<file path="src/rtl/rs232_tx_arbiter_pkg.sv">
// Shared definitions for the RS232 transmit arbiter: FSM encoding, timing defaults,
// byte-count width shared with the encoder, and the hold-time helper.
package rs232_tx_arbiter_pkg;

    typedef enum logic [1:0] {
        ST_IDLE   = 2'd0,
        ST_LAUNCH = 2'd1,
        ST_WAIT   = 2'd2
    } state_e;

    localparam int DEF_BYTE_CYCLES  = 12;
    localparam int DEF_GUARD_CYCLES = 4;
    localparam int NUM_BYTES_W      = 4;
    localparam int IDX_W            = 3;
    localparam int HOLD_W           = 10;

    // 15 bytes * 63 cycles + 63 guard still fits in HOLD_W bits, so no truncation.
    function automatic logic [HOLD_W-1:0] hold_load(input logic [NUM_BYTES_W-1:0] num_bytes,
                                                    input int byte_cycles,
                                                    input int guard_cycles);
        return HOLD_W'(num_bytes) * HOLD_W'(byte_cycles) + HOLD_W'(guard_cycles);
    endfunction

endpackage

</file>
<file path="src/rtl/rs232_tx_arbiter_rr_pick.sv">
// Round-robin pick: first asserted request at or after rr_ptr_i, wrapping modulo NUM_REQ.
module rs232_rr_pick
    import rs232_tx_arbiter_pkg::*;
#(
    parameter int NUM_REQ = 4
) (
    input  logic [NUM_REQ-1:0] req_i,
    input  logic [IDX_W-1:0]   rr_ptr_i,
    output logic [IDX_W-1:0]   winner_o,
    output logic               found_o
);

    // Scan offsets from farthest to nearest so the nearest hit is written last and wins.
    always_comb begin
        winner_o = '0;
        found_o  = 1'b0;
        for (int k = NUM_REQ - 1; k >= 0; k--) begin
            for (int j = 0; j < NUM_REQ; j++) begin
                if (req_i[j] && (j == ((int'(rr_ptr_i) + k) % NUM_REQ))) begin
                    winner_o = IDX_W'(j);
                    found_o  = 1'b1;
                end
            end
        end
    end

endmodule

</file>
<file path="src/rtl/rs232_tx_arbiter.sv">
// Round-robin arbiter sharing one RS232 encoder port; holds off for the computed frame time.
// Optional macro RS232_TX_ARB_PRIO0_EN gives requester 0 absolute priority.
module rs232_tx_arbiter
    import rs232_tx_arbiter_pkg::*;
#(
    parameter int NUM_REQ      = 4,
    parameter int MAX_BYTES    = 6,
    parameter int BYTE_CYCLES  = DEF_BYTE_CYCLES,
    parameter int GUARD_CYCLES = DEF_GUARD_CYCLES
) (
    input  logic                               clock,
    input  logic                               reset_n,
    input  logic [NUM_REQ-1:0]                 req_valid,
    input  logic [NUM_REQ*MAX_BYTES*8-1:0]     req_bytes,
    input  logic [NUM_REQ*NUM_BYTES_W-1:0]     req_num_bytes,
    output logic [NUM_REQ-1:0]                 req_ack,
    output logic [NUM_REQ-1:0]                 req_err,
    output logic [MAX_BYTES*8-1:0]             tx_bytes,
    output logic [NUM_BYTES_W-1:0]             tx_num_bytes,
    output logic                               tx_valid,
    output logic                               busy,
    output logic [IDX_W-1:0]                   grant_idx
);

    state_e                  state_q, state_d;
    logic [IDX_W-1:0]        rr_ptr_q, rr_ptr_d;
    logic [HOLD_W-1:0]       hold_q, hold_d;
    logic [MAX_BYTES*8-1:0]  tx_bytes_q, tx_bytes_d;
    logic [NUM_BYTES_W-1:0]  tx_num_bytes_q, tx_num_bytes_d;
    logic [IDX_W-1:0]        grant_q, grant_d;

    logic [IDX_W-1:0]        rr_winner, winner, rr_next;
    logic                    found;
    logic [NUM_BYTES_W-1:0]  win_num;
    logic [MAX_BYTES*8-1:0]  win_bytes;
    logic                    win_bad;
    logic [NUM_REQ-1:0]      win_sel, gnt_sel;

    rs232_rr_pick #(.NUM_REQ(NUM_REQ)) u_pick (
        .req_i    (req_valid),
        .rr_ptr_i (rr_ptr_q),
        .winner_o (rr_winner),
        .found_o  (found)
    );

`ifdef RS232_TX_ARB_PRIO0_EN
    assign winner = req_valid[0] ? '0 : rr_winner;
`else
    assign winner = rr_winner;
`endif

    assign win_num   = req_num_bytes[int'(winner)*NUM_BYTES_W +: NUM_BYTES_W];
    assign win_bytes = req_bytes[int'(winner)*MAX_BYTES*8 +: MAX_BYTES*8];
    assign win_bad   = (win_num == '0) || (int'(win_num) > MAX_BYTES);
    assign rr_next   = (int'(winner) == NUM_REQ - 1) ? '0 : winner + 3'd1;

    always_comb begin
        win_sel = '0;
        gnt_sel = '0;
        for (int i = 0; i < NUM_REQ; i++) begin
            win_sel[i] = (int'(winner) == i);
            gnt_sel[i] = (int'(grant_q) == i);
        end
    end

    always_comb begin
        // NOTE: every signal driven here gets a default first, so no latch can be inferred.
        state_d        = state_q;
        rr_ptr_d       = rr_ptr_q;
        hold_d         = hold_q;
        tx_bytes_d     = tx_bytes_q;
        tx_num_bytes_d = tx_num_bytes_q;
        grant_d        = grant_q;
        req_ack        = '0;
        req_err        = '0;
        tx_valid       = 1'b0;
        busy           = 1'b0;

        case (state_q)
            ST_IDLE: begin
                // Reject ack is combinational, so it is masked while reset is held.
                if (found && reset_n) begin
                    rr_ptr_d = rr_next;
                    if (win_bad) begin
                        req_ack = win_sel;
                        req_err = win_sel;
                    end else begin
                        tx_bytes_d     = win_bytes;
                        tx_num_bytes_d = win_num;
                        grant_d        = winner;
                        state_d        = ST_LAUNCH;
                    end
                end
            end
            ST_LAUNCH: begin
                tx_valid = 1'b1;
                busy     = 1'b1;
                req_ack  = gnt_sel;
                hold_d   = hold_load(tx_num_bytes_q, BYTE_CYCLES, GUARD_CYCLES);
                state_d  = ST_WAIT;
            end
            ST_WAIT: begin
                busy   = 1'b1;
                hold_d = hold_q - 10'd1;
                if (hold_q <= 10'd1) begin
                    state_d = ST_IDLE;
                end
            end
            default: state_d = ST_IDLE;
        endcase
    end

    // NOTE: state registers use non-blocking assignments so all flops update together.
    always_ff @(posedge clock or negedge reset_n) begin
        if (!reset_n) begin
            state_q        <= ST_IDLE;
            rr_ptr_q       <= '0;
            hold_q         <= '0;
            tx_bytes_q     <= '0;
            tx_num_bytes_q <= '0;
            grant_q        <= '0;
        end else begin
            state_q        <= state_d;
            rr_ptr_q       <= rr_ptr_d;
            hold_q         <= hold_d;
            tx_bytes_q     <= tx_bytes_d;
            tx_num_bytes_q <= tx_num_bytes_d;
            grant_q        <= grant_d;
        end
    end

    assign tx_bytes     = tx_bytes_q;
    assign tx_num_bytes = tx_num_bytes_q;
    assign grant_idx    = grant_q;

endmodule

</file>
<file path="config.mk">
export PLATFORM = sky130hd
export DESIGN_NAME = rs232_tx_arbiter
export DESIGN_NICKNAME = d
export VERILOG_FILES = /design/src/rtl/rs232_tx_arbiter_pkg.sv /design/src/rtl/rs232_tx_arbiter_rr_pick.sv /design/src/rtl/rs232_tx_arbiter.sv
export SDC_FILE = /design/constraint.sdc
export NUM_CORES = 1
export LEC_CHECK = 0
export BUFFER_PORTS_ARGS = -buffer_cell sky130_fd_sc_hd__buf_4
export CORE_MARGIN = 10
export CORE_UTILIZATION = 47
export CTS_BUF_LIST = sky130_fd_sc_hd__clkbuf_2 sky130_fd_sc_hd__clkbuf_4 sky130_fd_sc_hd__clkbuf_8
export DETAILED_ROUTE_END_ITERATION = 12
export PLACE_DENSITY = 0.91
export SLEW_MARGIN = 10
export SYNTH_ARGS = -nofsm -noshare
export SYNTH_HDL_FRONTEND = slang
export SYNTH_SLANG_ARGS = --single-unit
</file>
<file path="constraint.sdc">
create_clock -name clock -period 6.5 [get_ports clock]
set_input_delay 1.95 -clock clock [delete_from_list [all_inputs] [get_ports clock]]
set_output_delay 1.95 -clock clock [all_outputs]
set_load 0.02 [all_outputs]
</file>
# Word-level counts from Yosys, hierarchy flattened
# Cells that the tools add are included.
# W data, S select, Z words.
# totals
regBits	69
inputBits	214
output_inout_bits	65
wordCells	122
# op_classes
add_sub_neg	6
multipliers	2
order_cmp	2
eq_ne	23
shift	2
mux	43
n_bitwise	4
n_reduce_logical	34
# op_table
operator	count
$shiftx A192 B10 Y48	1
$logic_not A32 Y1	4
$mux W2	18
$pmux W10 S2	1
$mux W1	19
$eq A3 B3 Y1 const A	6
$logic_and A1 B1 Y1	17
$shiftx A16 B6 Y4	1
$eq A3 B3 Y1 const B	4
$mux W4	3
$le A10 B1 Y1 const B	1
$sub A10 B1 Y10 const B	1
$add A8 B3 Y9 const B	1
$eq A2 B3 Y1 const A	3
$pmux W4 S2	1
$reduce_or A2 Y1	4
$eq A3 B2 Y1 const B	2
$logic_not A3 Y1	2
$mul A4 B2 Y6 const B	1
$ne A2 B2 Y1 const B	3
$pmux W2 S3	1
$reduce_and A3 Y1	2
$mul A3 B2 Y5 const B	1
$add A2 B1 Y2 const B	2
13 further kinds	17

# Longest topological paths before layout
# Gate-level depths: netlist of the first run.
# logic_depth
word_depth	26
ltp_mapped	12
mapped_depth_nobuf	8

# Modules after synthesis
# A second synthesis of the first run with hierarchy kept.
# hier_totals
cells_unflattened	357
hier_area_um2	4903.5
# modules_own_cells
mod	instances	cells_per_inst	area_each_um2	seq_area_each_um2
rs232_tx_arbiter	1	344	4823.4	1751.7
rs232_rr_pick	1	13	80.1	0.0

# Worst setup path before layout of the first run
# No wires, ideal clock.
# synth_path
kind	input to output
start	in req_valid[1]
end	out req_ack[0]
arrival_ps	4092
required_ps	4550
slack_ps	458
path_stages	9
n_path_buf	1
path_cell_list	mux2i_1 a221oi_4 inv_2 buf_2 mux2i_1 mux2i_1 o211a_1 nor3_1 a32o_1
# synth_via
elab_chain_len	22
elab_cells_between_ends	43
classes_between	order compare: 1; shift: 1; mux: 33; reduce/logical: 8
# synth_lines
item	line	source
start: declaration	rs232_tx_arbiter.sv:13	input logic [NUM_REQ-1:0] req_valid,
$logic_and A1 B1 Y1	rs232_tx_arbiter_rr_pick.sv:19	if (req_i[j] && (j == ((int'(rr_ptr_i) + k) % NUM_REQ))) begin
$mux W1	rs232_tx_arbiter_rr_pick.sv:19	
$mux W2 (14 in series)	rs232_tx_arbiter_rr_pick.sv:19	
$shiftx A16 B6 Y4	rs232_tx_arbiter.sv:52	assign win_num = req_num_bytes[int'(winner)*NUM_BYTES_W +: NUM_BYTES_W];
$gt A4 B3 Y1 or $logic_not A4 Y1 (tied branches)	rs232_tx_arbiter.sv:54	assign win_bad = (win_num == '0) || (int'(win_num) > MAX_BYTES);
$logic_or A1 B1 Y1	rs232_tx_arbiter.sv:54	
$mux W4	rs232_tx_arbiter.sv:84	if (win_bad) begin
$mux W4 (*)	rs232_tx_arbiter.sv:82	if (found && reset_n) begin
$pmux W4 S2 (*)	rs232_tx_arbiter.sv:79	case (state_q)
end: declaration	rs232_tx_arbiter.sv:16	output logic [NUM_REQ-1:0] req_ack,
# Every way passes the cells marked *; elsewhere a longest branch is shown, timed or not.

# Worst setup path in the final report of the first run
# layout_path
start	in req_valid[1]
end	out req_ack[2]
# Same word-level chain as after synthesis.

==> flow_summary.toml, run 1 <==
[yosys]
synth_largest_area_cell = "dfrtp_1"
syn-cell-area_sq_um = 5070
synth_cell_types = 50
synth-warning-count = 0
synth-main-ff-cell = "dfrtp_1"
synth_async_sr_flop_share_pct = 100
syn_avg_cell_area_sq_um = 8.33
syn-num-nets = 839
syn_inst = 609
synth_area_leaders = "dfrtp_1 (34%), nand2_1 (15%), mux2_4 (9.8%)"
synth_top_cell_area_share_pct = 33.5
seq_area_frac_synth_pct = 33.5
synth-seq-cells = 68
synth-edff-count = 0

[clocking]
cts_resized = 0
post_cts_buffers = 0
root_buffer = "clkbuf_8"
clkSinkCount = 68
htreeDepth = 3
clockBufferDepth = 2
postCtsHoldBufs = 0
clkLatencyLatePin_ps = 330
cts_tree = "built"
clkTransAtPathRegs_ps = 60
numCtsBuffers = 9

[detailed_routing]
wirelength_mm = 18.4
vias_per_cell = 5.31
via_count = 5325
drt_iter0_drc = 349
remaining_drc_errors = 0
wl_met3_mm = 2.01
drt-met1-wl_mm = 6.93
dr_wl_met2_mm = 9.21
top_layer_used = "met4"
ant_nets = 0
dr.pass1.iters = 4
drt-wirelength-per-cell_um = 18.3

[global_route]
globalRoute.totalOverflow = 0
grt_pass1_wl_mm = 28.0
antenna_found_initial = 0
grt_max_degree = 100
track_usage_pct = 22.8
grt_pass1_vias = 5486

[finish]
layout.nets = 1093
multiInputGateArea_sq_um = 3130
drive_gt1_share_pct = 40.5
stdcell_area_sq_um = 7420
regArea_sq_um = 1700
area_growth_pct = 46.2
n_fill_cell = 824
diodes = 0

[setup_path]
cp-end-kind = "output port"
reg2reg_depth = 10
critPathKind = "input pin to output port"
worst-path-max-fanout = 10
cp_cell_sequence = "buf_4 -> mux2i_1 -> a221oi_4 -> clkinv_2 -> mux2i_1 -> mux2i_1 -> o211a_1 -> nor3_1 -> buf_4 -> a32o_1 -> buf_4"
required_ps = 4550
crit_path_start_kind = "input pin"
slowest_stage = "a221oi_4"
slowest_delay_ps = 320
arrival_ps = 4100

[power_and_ir_drop]
leakage_nw = 3.92
vdd_drop_max_mv = 0.318
powerDensity_nw_per_um2 = 436

[timing]
period_share_pct = 93.0
fin_setup_tns_ps = 0
finalSetupViolCount = 0
hold_viol = 0
relSlewSlack_pct = 34.7
hold_slack_ps = 496
maxSlewViolCount = 0
min_period_ps = 6050
tightestPinTransition_ps = 979
skew_ps = 9.96
timing.fmax_ghz = 0.165
rsz0062_at_grt = "false"

[floorplanning]
dieArea_sq_um = 15400
core_sq_um = 10400
dieHeight_um = 124
std_cell_rows = 37
initial_core_util_pct = 48.7
pin_count = 279
dieWidth_um = 124

[placement]
numPortBuffers = 277
hpwl_mm = 14.5
finalWeightedCongestion = 0.924
dpl_cell_area_sq_um = 7220

[job]
cap_viol_max_count = 0

[min_path]
whs_path_depth = 1
hold_path.class = "register to register"

[status]
status = "finished clean"
-- sequential cells by signal (all words and copies together), names as in the netlist --
name	count
tx_num_bytes	4
state_q	2
tx_bytes	48
grant_idx	2
hold_q	10
rr_ptr_q	2
-- synthesized netlist by cell type, types with 2 or more instances --
cell type    n
inv_1       11
xnor2_1      4
buf_4        2
o2bb2ai_1    2
mux2i_1     17
a31oi_1     49
o22ai_1      2
o32ai_1      2
o21bai_1     2
nand2_1    207
o2111ai_1    2
xor2_1       4
a21oi_1     13
clkbuf_1    26
o21ai_0      9
a32o_1       2
buf_6        5
or3_1        2
nor3_1       3
dfrtp_1     68
nor4_1       2
and3_1      48
a221oi_1     2
nand2b_1     4
and2_1       6
buf_1        9
nand3_1      7
nor2b_1      2
mux2_2       9
ha_1        15
mux2_1      12
nor2_1       9
buf_2        3
mux2_4      33
-- worst max-delay path, delay by kind of cell --
kind,cells,cell delay (ps)
buffers and inverters,4,670
muxes,3,570
and+or+nand+nor,1,80
AOI/OAI and AO/OA,3,820
-- final timing paths --
check	slack, ps	from	endpoint
min in group asynchronous	1800	reset_n	tx_num_bytes[0]
setup reg to reg	3250	rr_ptr_q[1]	tx_bytes[0]
setup / recovery	450	req_valid[1]	req_ack[2]
max in group asynchronous	4100	reset_n	tx_bytes[3]
hold / removal	500	tx_bytes[17]	tx_bytes[17]
hold reg to reg	500	tx_bytes[17]	tx_bytes[17]
-- cells by family (layout without fill, tap and decap cells) --
family | after synthesis | in the layout | share of synthesized area, %
other cells | 1 | 1 | 0.0739
simple gates | 294 | 294 | 25.4
fa+ha+maj | 16 | 16 | 4.09
buf+inv | 57 | 315 | 5.18
compound gates | 94 | 94 | 12.5
flops | 68 | 68 | 33.5
mux | 71 | 71 | 17.8
xor+xnor | 8 | 8 | 1.38
-- metal layers --
| layer | vias to the layer above | GRT usage (%) |
|---|---|---|
| met1 | 2456 | 26.2 |
| met3 | 18 | 8.55 |
| met2 | 243 | 39.5 |
| li1 | 2608 | - |
| met4 | 0 | 5.32 |
| met5 | - | 0 |
-- cell usage in the layout (no fill, tap or decap), drive strengths merged, types with 11 or more instances in the layout --
cell type and n:
a21oi 13, a31oi 49, and3 48, buf 288, clkbuf 11, dfrtp 68, ha 15, mux2 54
mux2i 17, nand2 207
-- per-stage QoR --
step	utilization, %	total power, mW	cells	setup slack [ps]
2_1_floorplan	-	2.16	609	458
3_3_place_gp	69.3	2.84	988	464
3_5_place_dp	69.3	2.90	988	441
4_1_cts	71.2	3.26	1003	449
5_1_grt	71.2	3.47	1003	295
6_report	71.2	3.24	1003	453
-- power by group --
group,internal (mW),switching [mW]
Sequential,0.637,0.162
Combinational,0.968,1.12
Clock,0.196,0.156
-- area by class of cell --
| cell class | instances | area share, % |
|---|---|---|
| multi-input combinational | 484 | 42.1 |
| sequential | 68 | 22.9 |
| inverter | 12 | 0.624 |
| timing repair buffer | 288 | 29.3 |
| clock buffer | 11 | 2.04 |
| tap | 136 | 2.29 |
| clock inverter | 4 | 0.658 |
Note: power is estimated with default switching activity, not from simulation.
==> run 2: changes to the inputs <==
==> constraint.sdc (replaced) <==
create_clock -name clock -period 6.5 [get_ports clock]
set_input_delay 0.65 -clock clock [delete_from_list [all_inputs] [get_ports clock]]
set_output_delay 0.65 -clock clock [all_outputs]
set_load 0.02 [all_outputs]
==> flow_summary.toml, run 2 (same netlist as run 1, synthesis figures left out) <==
[status]
status = "finished clean"

[clocking]
clkTransAtPathRegs_ps = 70
numCtsBuffers = 9
clkLatencyLatePin_ps = 340
cts_resized = 0
post_cts_buffers = 0
htreeDepth = 3
cts_tree = "built"
clockBufferDepth = 2
postCtsHoldBufs = 0
clkSinkCount = 68
root_buffer = "clkbuf_8"

[timing]
hold_viol = 0
tightestPinTransition_ps = 1100
timing.fmax_ghz = 0.214
skew_ps = 11.2
relSlewSlack_pct = 26.9
finalSetupViolCount = 0
period_share_pct = 71.9
hold_slack_ps = 420
fin_setup_tns_ps = 0
min_period_ps = 4670
maxSlewViolCount = 0
rsz0062_at_grt = "false"

[finish]
drive_gt1_share_pct = 40.1
layout_common_cells = "buf_4 (280), nand2_1 (207), dfrtp_1 (68), a31oi_1 (49), and3_1 (48)"
layout_commonest_cell = "buf_4"
layout.nets = 1086
largest_reg_flops = 48
area_growth_pct = 44.9
diodes = 0
fin_util_pct = 70.6

[floorplanning]
std_cell_rows = 37
core_sq_um = 10400
initial_core_util_pct = 48.7
dieWidth_um = 124
pin_count = 279
dieArea_sq_um = 15400
dieHeight_um = 124

[detailed_routing]
wirelength_mm = 18.3
vias_per_cell = 5.40
drt_iter0_drc = 336
drt-wirelength-per-cell_um = 18.4
ant_nets = 0
dr.pass1.iters = 5
via_count = 5384
remaining_drc_errors = 0

[placement]
hpwl_mm = 14.2
numPortBuffers = 277
finalWeightedCongestion = 0.940

[global_route]
track_usage_pct = 22.3
grt_max_degree = 100
globalRoute.totalOverflow = 0
antenna_found_initial = 0
grt_pass1_vias = 5110
grt_pass1_wl_mm = 27.1

[setup_path]
slowest_delay_ps = 880
crit_path_start_kind = "register"
slowest_stage = "nand3_2"
cp_cell_sequence = "inv_1 -> a221oi_1 -> nand3_2 -> mux2_2 -> o211a_1 -> nor3_1 -> and2_1 -> buf_4"
arrival_ps = 4020
cp-end-kind = "output port"
critPathKind = "register to output port"
worst-path-max-fanout = 57
required_ps = 5850

[min_path]
hold_path.class = "input pin to async pin"

[power_and_ir_drop]
total_power_mw = 3.19
vdd_drop_max_mv = 0.351
leakage_nw = 3.87
powerDensity_nw_per_um2 = 433

[job]
cap_viol_max_count = 0
==> run 2: worst max-delay path, delay by kind of cell, from the launching register on <==
family	cells	cell delay (ps)
and+or+nand+nor	3	1800
muxes	1	650
AOI/OAI and AO/OA	2	540
DFF	1	480
buffers and inverters	2	210
==> run 2: cell type report <==
| type | count | area, sq um |
|---|---|---|
| clock buffer | 10 | 138 |
| tap | 136 | 170 |
| multi-input combinational | 484 | 3130 |
| clock inverter | 6 | 48.8 |
| fill | 862 | 3060 |
| inverter | 12 | 46.3 |
| sequential | 68 | 1700 |
| timing repair buffer | 281 | 2120 |
==> run 2: worst paths after layout <==
check / from / end / slack, ps / depth (start not counted)
worst max-delay path: rr_ptr_q[1] / req_err[0] / 1830 / 8
worst min-delay path: reset_n / tx_num_bytes[2] / 420 / 1
worst max register to register: rr_ptr_q[1] / tx_bytes[43] / 2260 / 8
worst min register to register: tx_bytes[17] / tx_bytes[17] / 490 / 1
max in group asynchronous: reset_n / tx_bytes[3] / 5490 / 1
min in group clock: tx_bytes[17] / tx_bytes[17] / 490 / 1
==> run 2: power by group <==
group	total (mW)	switching, mW	internal, mW
Sequential	0.798	0.162	0.636
Clock	0.324	0.172	0.151
Combinational	2.06	1.11	0.953
==> run 2: metrics by stage <==
stage | instance area [sq um] | instances | worst slack [ps]
2_1_floorplan | 5070 | 609 | 3060
3_3_place_gp | 7170 | 981 | 2080
3_5_place_dp | 7170 | 981 | 2010
4_1_cts | 7350 | 997 | 1880
5_1_grt | 7350 | 997 | 1530
6_report | 7350 | 997 | 1830
==> run 2: layer usage <==
| layer | global-route usage (%) | share of wire [%] |
|---|---|---|
| met5 | 0 | 0 |
| met3 | 7.87 | 11 |
| met1 | 25.8 | 38 |
| met2 | 38.1 | 49 |
| met4 | 6.19 | 1.9 |
